### src/rtl/rv_instr_encoder.sv
// Purpose : encodes RV32I instruction descriptors (plus the LI pseudo-op) into
//           32-bit machine words and streams them sequentially into instruction memory.
// Latency : 1 cycle from accept to mem_we; LI with a non-zero upper part emits a 2nd word the cycle after.
// Backpr. : in_ready low while the ADDI half of an LI is pending or while the memory window is full.
//
// Ports:
//   clk, rst          clock and asynchronous active-high reset
//   clear             synchronous restart of address/count/error/state, wins over everything else
//   in_valid/in_ready descriptor handshake; accept on in_valid && in_ready && !clear
//   kind, funct3, alt, rd, rs1, rs2, imm   instruction descriptor fields
//   mem_we/mem_addr/mem_wdata              registered write port toward instruction memory
//   word_count, full                        words written so far, and window-full flag
//   err                                     one-cycle pulse for a rejected descriptor
module rv_instr_encoder #(
    parameter int                ADDR_W    = 32,
    parameter logic [ADDR_W-1:0] BASE_ADDR = '0,
    parameter int                DEPTH     = 256
) (
    input  logic                       clk,
    input  logic                       rst,
    input  logic                       clear,
    input  logic                       in_valid,
    output logic                       in_ready,
    input  logic [3:0]                 kind,
    input  logic [2:0]                 funct3,
    input  logic                       alt,
    input  logic [4:0]                 rd,
    input  logic [4:0]                 rs1,
    input  logic [4:0]                 rs2,
    input  logic [31:0]                imm,
    output logic                       mem_we,
    output logic [ADDR_W-1:0]          mem_addr,
    output logic [31:0]                mem_wdata,
    output logic [$clog2(DEPTH+1)-1:0] word_count,
    output logic                       full,
    output logic                       err
);

    localparam int CNT_W = $clog2(DEPTH+1);
    localparam logic [CNT_W-1:0] CNT_FULL = CNT_W'(DEPTH);
    localparam logic [CNT_W-1:0] CNT_LAST = CNT_W'(DEPTH - 1);

    localparam logic [6:0] OP_LOAD   = 7'b0000011;
    localparam logic [6:0] OP_STORE  = 7'b0100011;
    localparam logic [6:0] OP_BRANCH = 7'b1100011;
    localparam logic [6:0] OP_LUI    = 7'b0110111;
    localparam logic [6:0] OP_JALR   = 7'b1100111;
    localparam logic [6:0] OP_JAL    = 7'b1101111;
    localparam logic [6:0] OP_ALUI   = 7'b0010011;
    localparam logic [6:0] OP_ALUR   = 7'b0110011;

    typedef enum logic [0:0] {RUN, LI_LO} state_t;
    state_t state, state_nxt;

    // ---------------- descriptor decode / encode ----------------
    logic signed [31:0] simm;
    logic               imm12_ok, bimm_ok, jimm_ok;
    logic               f3_alu_ok, f3_br_ok;
    logic [19:0]        li_hi;
    logic               legal, two_word;
    logic [31:0]        enc_word, li_lo_word;

    assign simm      = imm;
    assign imm12_ok  = (simm >= -32'sd2048) && (simm <= 32'sd2047);
    assign bimm_ok   = !imm[0] && (simm >= -32'sd4096) && (simm <= 32'sd4094);
    assign jimm_ok   = !imm[0] && (simm >= -32'sd1048576) && (simm <= 32'sd1048574);
    assign f3_alu_ok = (funct3 != 3'b001) && (funct3 != 3'b101);
    assign f3_br_ok  = (funct3 == 3'b000) || (funct3 == 3'b001) ||
                       (funct3 == 3'b100) || (funct3 == 3'b101);

    // Rounded upper part: ADDI sign-extends its 12-bit immediate, so a set bit 11
    // in the low part must be compensated by one extra unit in the LUI value.
    assign li_hi      = 20'((imm + 32'h0000_0800) >> 12);
    assign li_lo_word = {imm[11:0], rd, 3'b000, rd, OP_ALUI};

    always_comb begin
        legal    = 1'b0;
        two_word = 1'b0;
        enc_word = '0;
        case (kind)
            4'd0: begin
                legal    = imm12_ok;
                enc_word = {imm[11:0], rs1, 3'b010, rd, OP_LOAD};
            end
            4'd1: begin
                legal    = imm12_ok;
                enc_word = {imm[11:5], rs2, rs1, 3'b010, imm[4:0], OP_STORE};
            end
            4'd2: begin
                legal    = f3_br_ok && bimm_ok;
                enc_word = {imm[12], imm[10:5], rs2, rs1, funct3, imm[4:1], imm[11], OP_BRANCH};
            end
            4'd3: begin
                legal    = (imm[11:0] == 12'd0);
                enc_word = {imm[31:12], rd, OP_LUI};
            end
            4'd4: begin
                legal    = imm12_ok;
                enc_word = {imm[11:0], rs1, 3'b000, rd, OP_JALR};
            end
            4'd5: begin
                legal    = jimm_ok;
                enc_word = {imm[20], imm[10:1], imm[11], imm[19:12], rd, OP_JAL};
            end
            4'd6: begin
                legal    = f3_alu_ok && imm12_ok;
                enc_word = {imm[11:0], rs1, funct3, rd, OP_ALUI};
            end
            4'd7: begin
                legal    = f3_alu_ok && (!alt || (funct3 == 3'b000));
                enc_word = {1'b0, alt, 5'b00000, rs2, rs1, funct3, rd, OP_ALUR};
            end
            4'd8: begin
                legal = 1'b1;
                if (li_hi != 20'd0) begin
                    two_word = 1'b1;
                    enc_word = {li_hi, rd, OP_LUI};
                end else begin
                    enc_word = {imm[11:0], 5'd0, 3'b000, rd, OP_ALUI};
                end
            end
            default: legal = 1'b0;
        endcase
    end

    // ---------------- handshake ----------------
    logic accept, reject, commit;

    assign full     = (word_count == CNT_FULL);
    assign in_ready = (state == RUN) && !full;
    assign accept   = in_valid && in_ready && !clear;
    // A two-word LI is refused outright rather than split across a full boundary.
    assign reject   = accept && (!legal || (two_word && (word_count == CNT_LAST)));
    assign commit   = accept && !reject;

    // ---------------- FSM ----------------
    always_ff @(posedge clk or posedge rst) begin
        if (rst) state <= RUN;
        else     state <= state_nxt;
    end

    always_comb begin
        state_nxt = state;
        if (clear) begin
            state_nxt = RUN;
        end else begin
            case (state)
                RUN:     if (commit && two_word) state_nxt = LI_LO;
                LI_LO:   state_nxt = RUN;
                default: state_nxt = RUN;
            endcase
        end
    end

    // ---------------- datapath ----------------
    logic [31:0] lo_word;

    always_ff @(posedge clk or posedge rst) begin
        if (rst) begin
            mem_we     <= 1'b0;
            mem_wdata  <= '0;
            mem_addr   <= BASE_ADDR;
            word_count <= '0;
            err        <= 1'b0;
            lo_word    <= '0;
        end else if (clear) begin
            mem_we     <= 1'b0;
            mem_addr   <= BASE_ADDR;
            word_count <= '0;
            err        <= 1'b0;
        end else begin
            mem_we <= 1'b0;
            err    <= 1'b0;
            // mem_addr names the word on the bus during its write cycle and
            // advances once that cycle is over.
            if (mem_we) mem_addr <= mem_addr + ADDR_W'(4);
            if (state == LI_LO) begin
                mem_we     <= 1'b1;
                mem_wdata  <= lo_word;
                word_count <= word_count + 1'b1;
            end else if (commit) begin
                mem_we     <= 1'b1;
                mem_wdata  <= enc_word;
                word_count <= word_count + 1'b1;
                if (two_word) lo_word <= li_lo_word;
            end else if (reject) begin
                err <= 1'b1;
            end
        end
    end

endmodule
### config.mk
export PLATFORM = sky130hd
export DESIGN_NAME = rv_instr_encoder
export DESIGN_NICKNAME = d
export VERILOG_FILES = /design/src/rtl/rv_instr_encoder.sv
export SDC_FILE = /design/constraint.sdc
export NUM_CORES = 1
export LEC_CHECK = 0
export ABC_AREA = 1
export CAP_MARGIN = 20
export CORE_AREA = 8 8 136 170
export CTS_CLUSTER_SIZE = 40
export DETAILED_ROUTE_END_ITERATION = 10
export DIE_AREA = 0 0 144 178
export DONT_BUFFER_PORTS = 1
export GPL_ROUTABILITY_DRIVEN = 0
export MAX_ROUTING_LAYER = met4
export SLEW_MARGIN = 20
export SYNTH_ARGS = -nofsm -noshare
export SYNTH_HDL_FRONTEND = slang
export SYNTH_SLANG_ARGS = --single-unit
### constraint.sdc
create_clock -name clk -period 3.89 [get_ports clk]
set_input_delay 0.778 -clock clk [delete_from_list [all_inputs] [get_ports clk]]
set_output_delay 0.778 -clock clk [all_outputs]
set_load 0.02 [all_outputs]
==> results.md <==
Timing:
- Setup violations remaining at the end of the flow were counted as 0.
- The worst pin sits at a relative slew slack of 0.526.
- The fmax is 0.333 GHz.
- Setup repair after global routing left no endpoint under its margin.
- The actual slew at the worst max-slew pin is 710 ps.
- The clock tree skew after final layout is 17.3 ps.
- The final setup slack of the worst path is 887 ps.
- In the final timing run, aggregate negative setup slack is 0 ps.
- The part of the cycle the worst path needs is 0.772.
- The time the worst path needs with I/O delays and setup is 3000 ps.
- Across all hold checks on the routed design, the worst slack comes to 427 ps.
- The final count of pins violating max slew is 0.
- The number of failing hold endpoints at the final stage is 0.

GRT:
- The total global-route track usage is 0.163.
- For this run the aggregate overflow at the end of global routing stands at 0.
- The initial antenna violation count is 0.
- The first-pass GRT wire length is 31700 um.
- The largest net degree at the start of global routing is 55.
- The via count of the first global-routing pass was 5821.

Route:
- The number of optimization iterations in the first detailed-route pass is 4.
- The mean routed wirelength per cell is 16.6 um.
- In this run, the number of DRC markers left after iteration 0 of detailed routing was 364.
- The detail route stage leaves a number of antenna-violating nets equal to 0.
- The detailed-route DRC error count is 0.
- Wires add up to 20300 um.
- Detailed routing inserted a total of 6011 vias.
- After detailed routing, the number of vias per cell comes to 4.91.

Finish:
- Once layout is done, the placed cells without fillers occupy 6880 um2.
- In the final layout, the share of cells above drive strength 1 is 0.0673.
- Leaving out fill and tap cells, the most frequent cell in the layout is nand2_1.
- In the layout the commonest cells are nand2_1 (356), inv_1 (100), nor2_1 (92).
- The net count reported at finish is 1012.
- Relative to the synthesized area, the layout overhead comes to 10.2%.
- The post-route non-filler standard cell count is 1225.
- The number of antenna diodes in the final layout is 0.
- The end-of-flow core utilization is 0.336.

CTS:
- The cell sitting at the root of the clock tree is a clkbuf_16.
- The clock-pin slew of the registers on the worst-case setup and hold paths is 70 ps.
- Counting the buffers created by CTS gives 9.
- Gates resized during post-CTS repair numbered 0.
- In this run the deepest clock path goes through 2 buffers.
- The H-tree was split into 3 levels.
- The clock latency on the worst-skew pair is 350 ps.
- The number of hold buffers added after CTS is 0.
- The number of buffers inserted by post-CTS setup repair is 0.
- The clock tree from TritonCTS is done.
- The clock sink total is 91.

Pwr:
- The areal power density over the cells is 353 nW/um2.
- The leakage dissipation is 3.35 nW.
- The total power is 2.43 mW.
- Across the VDD grid, the largest voltage drop is 0.000180 V.

Synth:
- After synthesis, the largest family of logic cells by area is simple AND/OR/NAND/NOR gates.
- The compound-cell area share of the yosys netlist is 0.117.
- The top cell type's share of synthesized area is 0.365.
- The most frequently used flop master after synthesis is dfrtp_1.
- Of the total synthesized cell area, the portion taken by XOR and XNOR cells is 0.0112.
- The async set-reset flop share out of synthesis is 1.00.
- Yosys attributes the largest share of cell area to dfrtp_1 (36%), nand2_1 (21%), inv_1 (6.1%).
- For this run, the number of Yosys warnings is 0.
- Of the synthesized area, sequential elements account for 0.365.
- The number of flip-flops and latches in the synthesized netlist is 91.
- The post-synthesis cell type with the largest combined area is dfrtp_1.
- The cell count after synthesis came out at 948.
- Of the total synthesized cell area, the portion taken by full adders, half adders and majority gates is 0.0140.
- The multiplexer share of the synthesized area is 0.
- The number of library cell types mapped by synthesis is 47.
- Summing every instance area after synthesis gives 6240 um2.
- The synthesized design contains 0 enable-type register cells.
- The average instance area after synthesis is 6.58 um2.
- The share of synthesized cell area in and, or, nand and nor gates is 0.403.

Run status:
- The run finished with clean final reports.

Worst setup path:
- On the critical path, the stage with the largest delay is an instance of buf_4.
- The critical path capture point type is a register.
- The worst setup path is launched from a primary input.
- Data on the critical path is required at its endpoint by 4140 ps.
- In this run the worst path has a maximum fanout of 24.
- The startpoint-to-endpoint class of the critical path is in -> reg.
- The data arrival time of the worst path is 3250 ps.
- In this design, the stage delay of the slowest critical-path cell is 290 ps.
- The most numerous cell type found on the critical path is nand2_1.
- Traced cell by cell, the critical path runs through ha_1 > nand3_1 > nor2_1 > nand2_1 > nand2_1 > nand2_1 > nor3_2 > inv_1 > nor2_4 > nand2_4 > nand3_2 > nand3_4 > nand2_2 > nand2_2 > buf_4 > o21ai_0.

Die:
- The die is 178 um tall.
- The effective utilization at floorplan is 0.305.
- The number of rows created at floorplan is 59.
- The full die area is 25600 um2.
- Pin placement for this block handled 136 I/O pins.
- The floorplan step set the die width to 144 um.
- The area of the placeable core is 20400 um2.

Place:
- The number of cells after detailed placement is 1209.
- The post-place instance area is 6530 um2.
- The setup slack after placement is 521 ps.
- The number of I/O port buffers is 0.
- The estimated wirelength of the detail-placed design is 16500 um.

Hold path:
- The class of the tightest hold or removal check is in -> async.

Run:
- The number of max-cap violations is 0.
## per-layer routing
layer / routed length, um / part of all wire / GRT usage / vias up
met1: 8250 / 0.41 / 0.183 / 2746
li1: - / - / - / 3053
met2: 9650 / 0.47 / 0.267 / 187
met5: 0 / 0 / - / -
met3: 2030 / 0.10 / 0.0552 / 25
met4: 418 / 0.021 / 0.0545 / 0
## state kept, by name, indices dropped and copies added, names as in the netlist
signal / flops
mem_we: 1
mem_addr: 30
err: 1
lo_word: 18
mem_wdata: 31
word_count: 9
state: 1
## worst max-delay path, delay by kind of cell
family	cells	cell delay (ps)
AND/OR/NAND/NOR	12	1670
buffers and inverters	2	390
adder cells (fa/ha/maj)	1	260
AO/OA/AOI/OAI	1	150
## cell type report
type                    instances  area, um2
fillers                      2281      13600
multi-input cells             724       3410
flip-flops and latches         91       2280
inverters                     106        400
well taps                     274        343
clock buffers                   9        225
clock inverters                 7        116
repair buffers                 14        105
## cell families (layout without fill, tap and decap cells)
kind of cell	count (synthesis)	after routing
buffers and inverters	134	136
other	1	2
and+or+nand+nor	589	589
DFF	91	91
AOI/OAI and AO/OA	118	118
adders and majority gates	7	7
xor gates and xnor gates	8	8
## synth_stat cells (3+ instances only)
library cell and instances:
dfrtp_1 91, o21ai_2 5, nor2_1 92, nor2_2 3, o221ai_1 6, a21oi_1 32
xnor2_1 4, inv_1 101, xor2_1 4, ha_1 7, buf_2 8, buf_6 4
o21ai_0 38, a31oi_1 4, nor2_4 6, nand2_2 7, nor3_1 21, inv_2 3
nand2_1 356, nand4_1 20, o21bai_1 3, nand3b_1 3, buf_4 4, nand3_1 68
a221oi_1 5, o22ai_1 10, clkbuf_1 10, o211ai_1 4
## path summary, 6_finish.rpt
kind	start	to	slack, ps	cells after the start
setup / recovery	imm[11]	word_count[4]	890	16
hold / removal	rst	mem_wdata[30]	430	1
setup reg to reg	word_count[0]	word_count[4]	1100	12
hold reg to reg	lo_word[23]	lo_word[23]	480	2
max in group asynchronous	rst	mem_wdata[17]	2700	2
min in group clk	lo_word[23]	lo_word[23]	480	2
## power breakdown
part / internal, mW / total, mW / switching, mW
clock network: 0.583 / 0.992 / 0.409
registers: 1.01 / 1.17 / 0.152
logic: 0.0864 / 0.273 / 0.186
Power figures use the tool's default switching activity.
